**src/rtl/result_ser_pkg.sv**
```systemverilog
// Shared types and helpers for the result frame serializer.
// Width localparams below describe the default configuration; the top derives its own.
package result_ser_pkg;

   typedef enum logic [2:0] {IDLE, START, DATA, PARITY, STOP} state_t;

   localparam int DEF_DATA_W    = 8;
   localparam int DEF_CLK_DIV   = 4;
   localparam int DEF_PARITY_EN = 1;
   localparam int BIT_CNT_W     = $clog2(DEF_DATA_W);
   localparam int DIV_CNT_W     = $clog2(DEF_CLK_DIV + 1);
   localparam int POP_MAX_W     = 64;

   // Callers zero-extend their word; supports result words up to POP_MAX_W bits.
   function automatic int unsigned popcount(input logic [POP_MAX_W-1:0] v);
      int unsigned n;
      n = 0;
      for (int i = 0; i < POP_MAX_W; i++) begin
         n = n + 32'(v[i]);
      end
      return n;
   endfunction

endpackage

```
**src/rtl/result_frame_serializer_bit_period_timer.sv**
```systemverilog
// Bit period timer: counts 0..CLK_DIV-1 while running and flags the last and
// second-to-last cycle of each serial bit.
module bit_period_timer #(
   parameter int CLK_DIV = 4
) (
   input  logic clk,
   input  logic rst_n,
   input  logic i_restart,
   output logic o_bit_end,
   output logic o_pre_end
);

   localparam int CNT_W = $clog2(CLK_DIV + 1);
   localparam logic [CNT_W-1:0] LAST_CNT = CNT_W'(CLK_DIV - 1);

   logic [CNT_W-1:0] r_cnt;

   always_ff @(posedge clk) begin
      if (!rst_n) begin
         r_cnt <= '0;
      end else if (i_restart || r_cnt == LAST_CNT) begin
         r_cnt <= '0;
      end else begin
         r_cnt <= r_cnt + CNT_W'(1);
      end
   end

   assign o_bit_end = !i_restart && (r_cnt == LAST_CNT);

   // A one-cycle bit has no preceding cycle to flag.
   generate
      if (CLK_DIV >= 2) begin : g_pre
         assign o_pre_end = !i_restart && (r_cnt == CNT_W'(CLK_DIV - 2));
      end else begin : g_no_pre
         assign o_pre_end = 1'b0;
      end
   endgenerate

endmodule

```
**src/rtl/result_frame_serializer.sv**
```systemverilog
// Accepts result words over valid/ready, reports their ones count and shifts
// them out as start / data MSB-first / optional even parity / stop frames.
module result_frame_serializer
   import result_ser_pkg::*;
#(
   parameter int DATA_W    = DEF_DATA_W,
   parameter int CLK_DIV   = DEF_CLK_DIV,
   parameter int PARITY_EN = DEF_PARITY_EN
) (
   input  logic                          clk,
   input  logic                          rst_n,
   input  logic                          in_valid,
   output logic                          in_ready,
   input  logic [DATA_W-1:0]             in_data,
   output logic                          ser_out,
   output logic                          ser_busy,
   output logic                          frame_done,
   output logic [$clog2(DATA_W+1)-1:0]   ones_count
);

   localparam int CNT_W = $clog2(DATA_W + 1);
   localparam int IDX_W = $clog2(DATA_W);
   localparam logic [IDX_W-1:0] LAST_IDX = IDX_W'(DATA_W - 1);

   state_t              r_state;
   logic [DATA_W-1:0]   r_shift;
   logic                r_parity;
   logic [IDX_W-1:0]    r_idx;
   logic                r_ser_out;
   logic                r_busy;
   logic                r_frame_done;
   logic [CNT_W-1:0]    r_ones;

   state_t              w_state_next;
   logic                w_capture;
   logic                w_bit_end;
   logic                w_pre_end;
   logic                w_done_next;

   bit_period_timer #(
      .CLK_DIV (CLK_DIV)
   ) u_timer (
      .clk       (clk),
      .rst_n     (rst_n),
      .i_restart (r_state == IDLE),
      .o_bit_end (w_bit_end),
      .o_pre_end (w_pre_end)
   );

   assign in_ready  = rst_n && (r_state == IDLE);
   assign w_capture = in_valid && in_ready;

   always_comb begin
      w_state_next = r_state;
      case (r_state)
         IDLE:   if (w_capture) w_state_next = START;
         START:  if (w_bit_end) w_state_next = DATA;
         DATA:   if (w_bit_end && r_idx == LAST_IDX)
                    w_state_next = (PARITY_EN != 0) ? PARITY : STOP;
         PARITY: if (w_bit_end) w_state_next = STOP;
         STOP:   if (w_bit_end) w_state_next = IDLE;
         default: w_state_next = IDLE;
      endcase
   end

   // frame_done is registered, so it is raised one cycle ahead of STOP's last cycle.
   assign w_done_next = (w_state_next == STOP) &&
                        ((CLK_DIV == 1) ? (r_state != STOP)
                                        : (r_state == STOP && w_pre_end));

   always_ff @(posedge clk) begin
      if (!rst_n) begin
         r_state      <= IDLE;
         r_shift      <= '0;
         r_parity     <= 1'b0;
         r_idx        <= '0;
         r_ser_out    <= 1'b1;
         r_busy       <= 1'b0;
         r_frame_done <= 1'b0;
         r_ones       <= '0;
      end else begin
         r_state      <= w_state_next;
         r_busy       <= (w_state_next != IDLE);
         r_frame_done <= w_done_next;
         case (r_state)
            IDLE: begin
               r_ser_out <= 1'b1;
               if (w_capture) begin
                  r_shift   <= in_data;
                  r_parity  <= ^in_data;
                  r_ones    <= CNT_W'(popcount(POP_MAX_W'(in_data)));
                  r_idx     <= '0;
                  r_ser_out <= 1'b0;
               end
            end
            START: begin
               if (w_bit_end) r_ser_out <= r_shift[DATA_W-1];
            end
            DATA: begin
               if (w_bit_end) begin
                  if (r_idx == LAST_IDX) begin
                     r_ser_out <= (PARITY_EN != 0) ? r_parity : 1'b1;
                  end else begin
                     // The next MSB is presented while the register shifts under it.
                     r_shift   <= r_shift << 1;
                     r_idx     <= r_idx + IDX_W'(1);
                     r_ser_out <= r_shift[DATA_W-2];
                  end
               end
            end
            PARITY: begin
               if (w_bit_end) r_ser_out <= 1'b1;
            end
            STOP: begin
               r_ser_out <= 1'b1;
            end
            default: r_ser_out <= 1'b1;
         endcase
      end
   end

   assign ser_out    = r_ser_out;
   assign ser_busy   = r_busy;
   assign frame_done = r_frame_done;
   assign ones_count = r_ones;

endmodule

```
**config.mk**
```make
export PLATFORM = sky130hd
export DESIGN_NAME = result_frame_serializer
export DESIGN_NICKNAME = d
export VERILOG_FILES = /design/src/rtl/result_ser_pkg.sv /design/src/rtl/result_frame_serializer_bit_period_timer.sv /design/src/rtl/result_frame_serializer.sv
export SDC_FILE = /design/constraint.sdc
export NUM_CORES = 1
export LEC_CHECK = 0
export ABC_AREA = 1
export BUFFER_PORTS_ARGS = -buffer_cell sky130_fd_sc_hd__buf_2
export CELL_PAD_IN_SITES_DETAIL_PLACEMENT = 0
export CELL_PAD_IN_SITES_GLOBAL_PLACEMENT = 1
export CORE_ASPECT_RATIO = 1.5
export CORE_MARGIN = 10
export CORE_UTILIZATION = 37
export DETAILED_ROUTE_END_ITERATION = 6
export PLACE_DENSITY = 0.79
export SETUP_SLACK_MARGIN = 0.4
export SLEW_MARGIN = 20
export SYNTH_ARGS = -nofsm -noshare
export SYNTH_HDL_FRONTEND = slang
export SYNTH_SLANG_ARGS = --single-unit
```
**constraint.sdc**
```tcl
create_clock -name clk -period 3 [get_ports clk]
set_input_delay 0.45 -clock clk [delete_from_list [all_inputs] [get_ports clk]]
set_output_delay 0.45 -clock clk [all_outputs]
set_load 0.01 [all_outputs]
```
==> out/metrics.cfg <==
[clock_tree]
cts_root_buf=clkbuf_8
ctsHtreeMaxLevel=1
cts-buffers-inserted=3
clkSinkCount=25
clk_latency_ns=0.27
cts_buffer_depth=2
clk_pin_slew_ns=0.09
cts_tree=done

[routing]
ant_nets=0
routedWlPerCell_um=11.0
postRouteWirelength_um=3060
dr.pass1.iters=4
remaining_drc_errors=0
vias=1303
via_per_inst=4.70
drtIter0Drc=44

[setup_path]
r2r_end=r_shift[1]
worstRegToRegCells=7
critPathCaptureType=flop
worstPathRequired_ns=3.16
ff2ff_setup_slack_ns=1.45
timing.setup.critical_path_class=in -> reg
cp-start-kind=input pin
regToRegStartpoint=r_state[1]
critPathArrivalTime_ns=2.87
crit_fanout=2

[yosys]
synth-adder-area-share_pct=12.9
synth.area.mux_share_pct=0
synth_simple_gate_area_share_pct=33.4
yosysSeqAreaShare_pct=33.5
ys_seq_elements=25
synth_top_family_by_area=simple AND/OR/NAND/NOR gates
yosysUniqueCellTypes=27
yosys_warnings=0
synth_nets=235
synth_compound_area_share_pct=7.71
netlist_area_um2=1490
syn_inst=211
synthXorXnorAreaFrac_pct=1.76
synth_area_per_cell_um2=7.07

[min_path]
hold_end=u_timer.r_cnt[0]
hp-start=u_timer.r_cnt[0]
worstHoldPathCells=1
hold_path.class=reg -> reg

[die]
die_h_um=97.8
io_pins=19
initial_core_util_pct=38.0
core_um2=3920
row_count=28
die_width_um=71.9
dieArea_um2=7030

[timing]
layout_setup_ws_ns=0.293
rsz0062_at_grt=true
worst_pin_slew_ns=0.423
fin_crit_ns=2.71
finalSetupViolations=0
hold_viol_final=0
relSlewSlack_pct=71.8
period_share_pct=90.2
finalSetupTns_ns=0
fin_skew_ns=0.00477
slew_viol_final=0
fmax_mhz=369

[placed_design]
hpwl_um=2410
dp_cells=273
place_congestion=0.717
portBuffers=18
place_ws_ns=-0.0325
post_dp_cell_area_um2=1640

[global_route]
grtUsageTotal_pct=9.00
antenna_found_initial=0
grt_pass1_vias=1316
grt_pass1_wl_um=5410
gr-total-overflow=0
grt_start_max_net_pins=22

[power_and_ir_drop]
peakVddDrop_uv=223
power-per-cell-area_nw_per_um2=437
leakagePower_nw=0.902

[cells_and_area]
layout.cells.non_filler=277
drive_gt1_share_pct=16.8
fin_util_pct=43.3
fillers=446
areaGrowthSynthToFinish_pct=13.9
post-route-cell-area_um2=1700
n_antenna_cell=0
fin_nets=257

[flow_run]
drv_cap=0

[outcome]
run_status=finished, final reports clean

critical path, stage by stage:
cell and delay, ns:
buf_6 0.10, fa_1 0.52, inv_1 0.05, fa_1 0.49, fa_1 0.41, inv_1 0.07
ha_2 0.17, inv_2 0.04, fa_2 0.32, xnor2_1 0.12, nor2_1 0.08, a21oi_1 0.05
worst max path at each step:
stage	slack [ns]	end	start	depth (start not counted)
after detailed placement	-0.03	ones_count[2]	in_data[0]	12
after global placement	-0.02	ones_count[2]	in_data[0]	12
after global routing	0.14	ones_count[2]	in_data[0]	12
after floorplan	0.16	ones_count[2]	in_data[0]	11
final	0.29	ones_count[2]	in_data[0]	12
after CTS	0.29	ones_count[2]	in_data[0]	12
kinds of logic (layout without fill, tap and decap cells):
family                   Yosys count  count (layout)
XOR/XNOR                           3               3
buffers and inverters             39              60
AND/OR/NAND/NOR                  110             110
adder cells (fa/ha/maj)           13              13
flip-flops                        25              25
AO/OA/AOI/OAI                     21              21
routing by layer:
layer / global-route usage, % / share of wire, %
met1: 8.83 / 42
met2: 17.2 / 53
met3: 1.42 / 3.0
met4: 4.33 / 1.5
met5: 0 / 0
timing repair:
item,CTS,global route
gates resized for setup,2,0
hold buffers,0,0
gates cloned,0,0
setup buffers,0,0
pin swaps,1,1
setup endpoints to repair,2,2
synthesized netlist by cell type:
cell / count / share of area, %
inv_1: 33 / 8.3
buf_6: 1 / 0.75
o21ai_0: 8 / 2.7
nor2_1: 26 / 6.5
ha_1: 9 / 7.5
xnor2_1: 2 / 1.2
a21oi_1: 9 / 3.0
o211ai_1: 2 / 1.0
nand3b_1: 1 / 0.50
inv_2: 1 / 0.25
dfxtp_1: 25 / 34
clkbuf_1: 1 / 0.25
nand2_1: 57 / 14
xor2_1: 1 / 0.59
nand3_2: 1 / 0.67
nand2_4: 3 / 2.3
nand4_4: 1 / 1.4
nor3_1: 1 / 0.33
nand3_1: 16 / 5.4
fa_1: 4 / 5.4
a21oi_2: 1 / 0.59
nor2_4: 1 / 0.75
inv_4: 1 / 0.42
a31oi_1: 1 / 0.42
or2_2: 1 / 0.42
nand4_1: 2 / 0.84
buf_2: 2 / 0.67
flip-flops by register name, indices dropped and copies added, names as in the netlist:
register	count
ser_out	1
frame_done	1
r_shift	8
ones_count	4
r_idx	3
u_timer.r_cnt	3
r_state	3
r_parity	1
ser_busy	1
cell type report:
| cell class | count | area, um2 | share of cell area [%] |
|---|---|---|---|
| Multi-Input combinational cell | 147 | 842 | 49.5 |
| Sequential cell | 25 | 500 | 29.4 |
| Inverter | 35 | 134 | 7.87 |
| Timing Repair Buffer | 21 | 119 | 6.99 |
| Tap cell | 45 | 56.3 | 3.31 |
| Clock buffer | 3 | 41.3 | 2.43 |
| Clock inverter | 1 | 7.51 | 0.442 |
cells in the final DEF (no fill, tap or decap):
cell and instances:
nand2_1 57, o211ai_1 2, inv_4 1, buf_2 17, or2_2 1, nand3_1 16, buf_4 3, inv_2 2
nor2_1 26, nor2_4 1, nor3_1 1, buf_6 1, nand4_4 1, ha_2 1, fa_1 3, nand3b_1 1
ha_1 8, clkbuf_8 3, a31oi_1 1, dfxtp_1 25, o21ai_0 8, xor2_1 1, xnor2_1 2, a21oi_1 8
a21oi_2 2, clkinvlp_4 1, nand2_4 3, fa_2 1, nand4_1 2, nand3_2 1, inv_1 32
metrics by stage:
stage | hold WS [ns] | power (mW)
after floorplan | 0.417 | 0.493
after global placement | 0.432 | 0.541
after detailed placement | 0.437 | 0.542
after CTS | 0.457 | 0.756
after global routing | 0.489 | 0.795
final | 0.453 | 0.743
where the power goes:
part	leakage [nW]	total [mW]	switching, mW	internal, mW
Combinational	0.676	0.172	0.0983	0.0738
Clock	0.0217	0.206	0.112	0.0942
Sequential	0.205	0.364	0.0106	0.354
Total	0.902	0.743	0.221	0.522
Note: power is estimated with default switching activity, not from simulation.
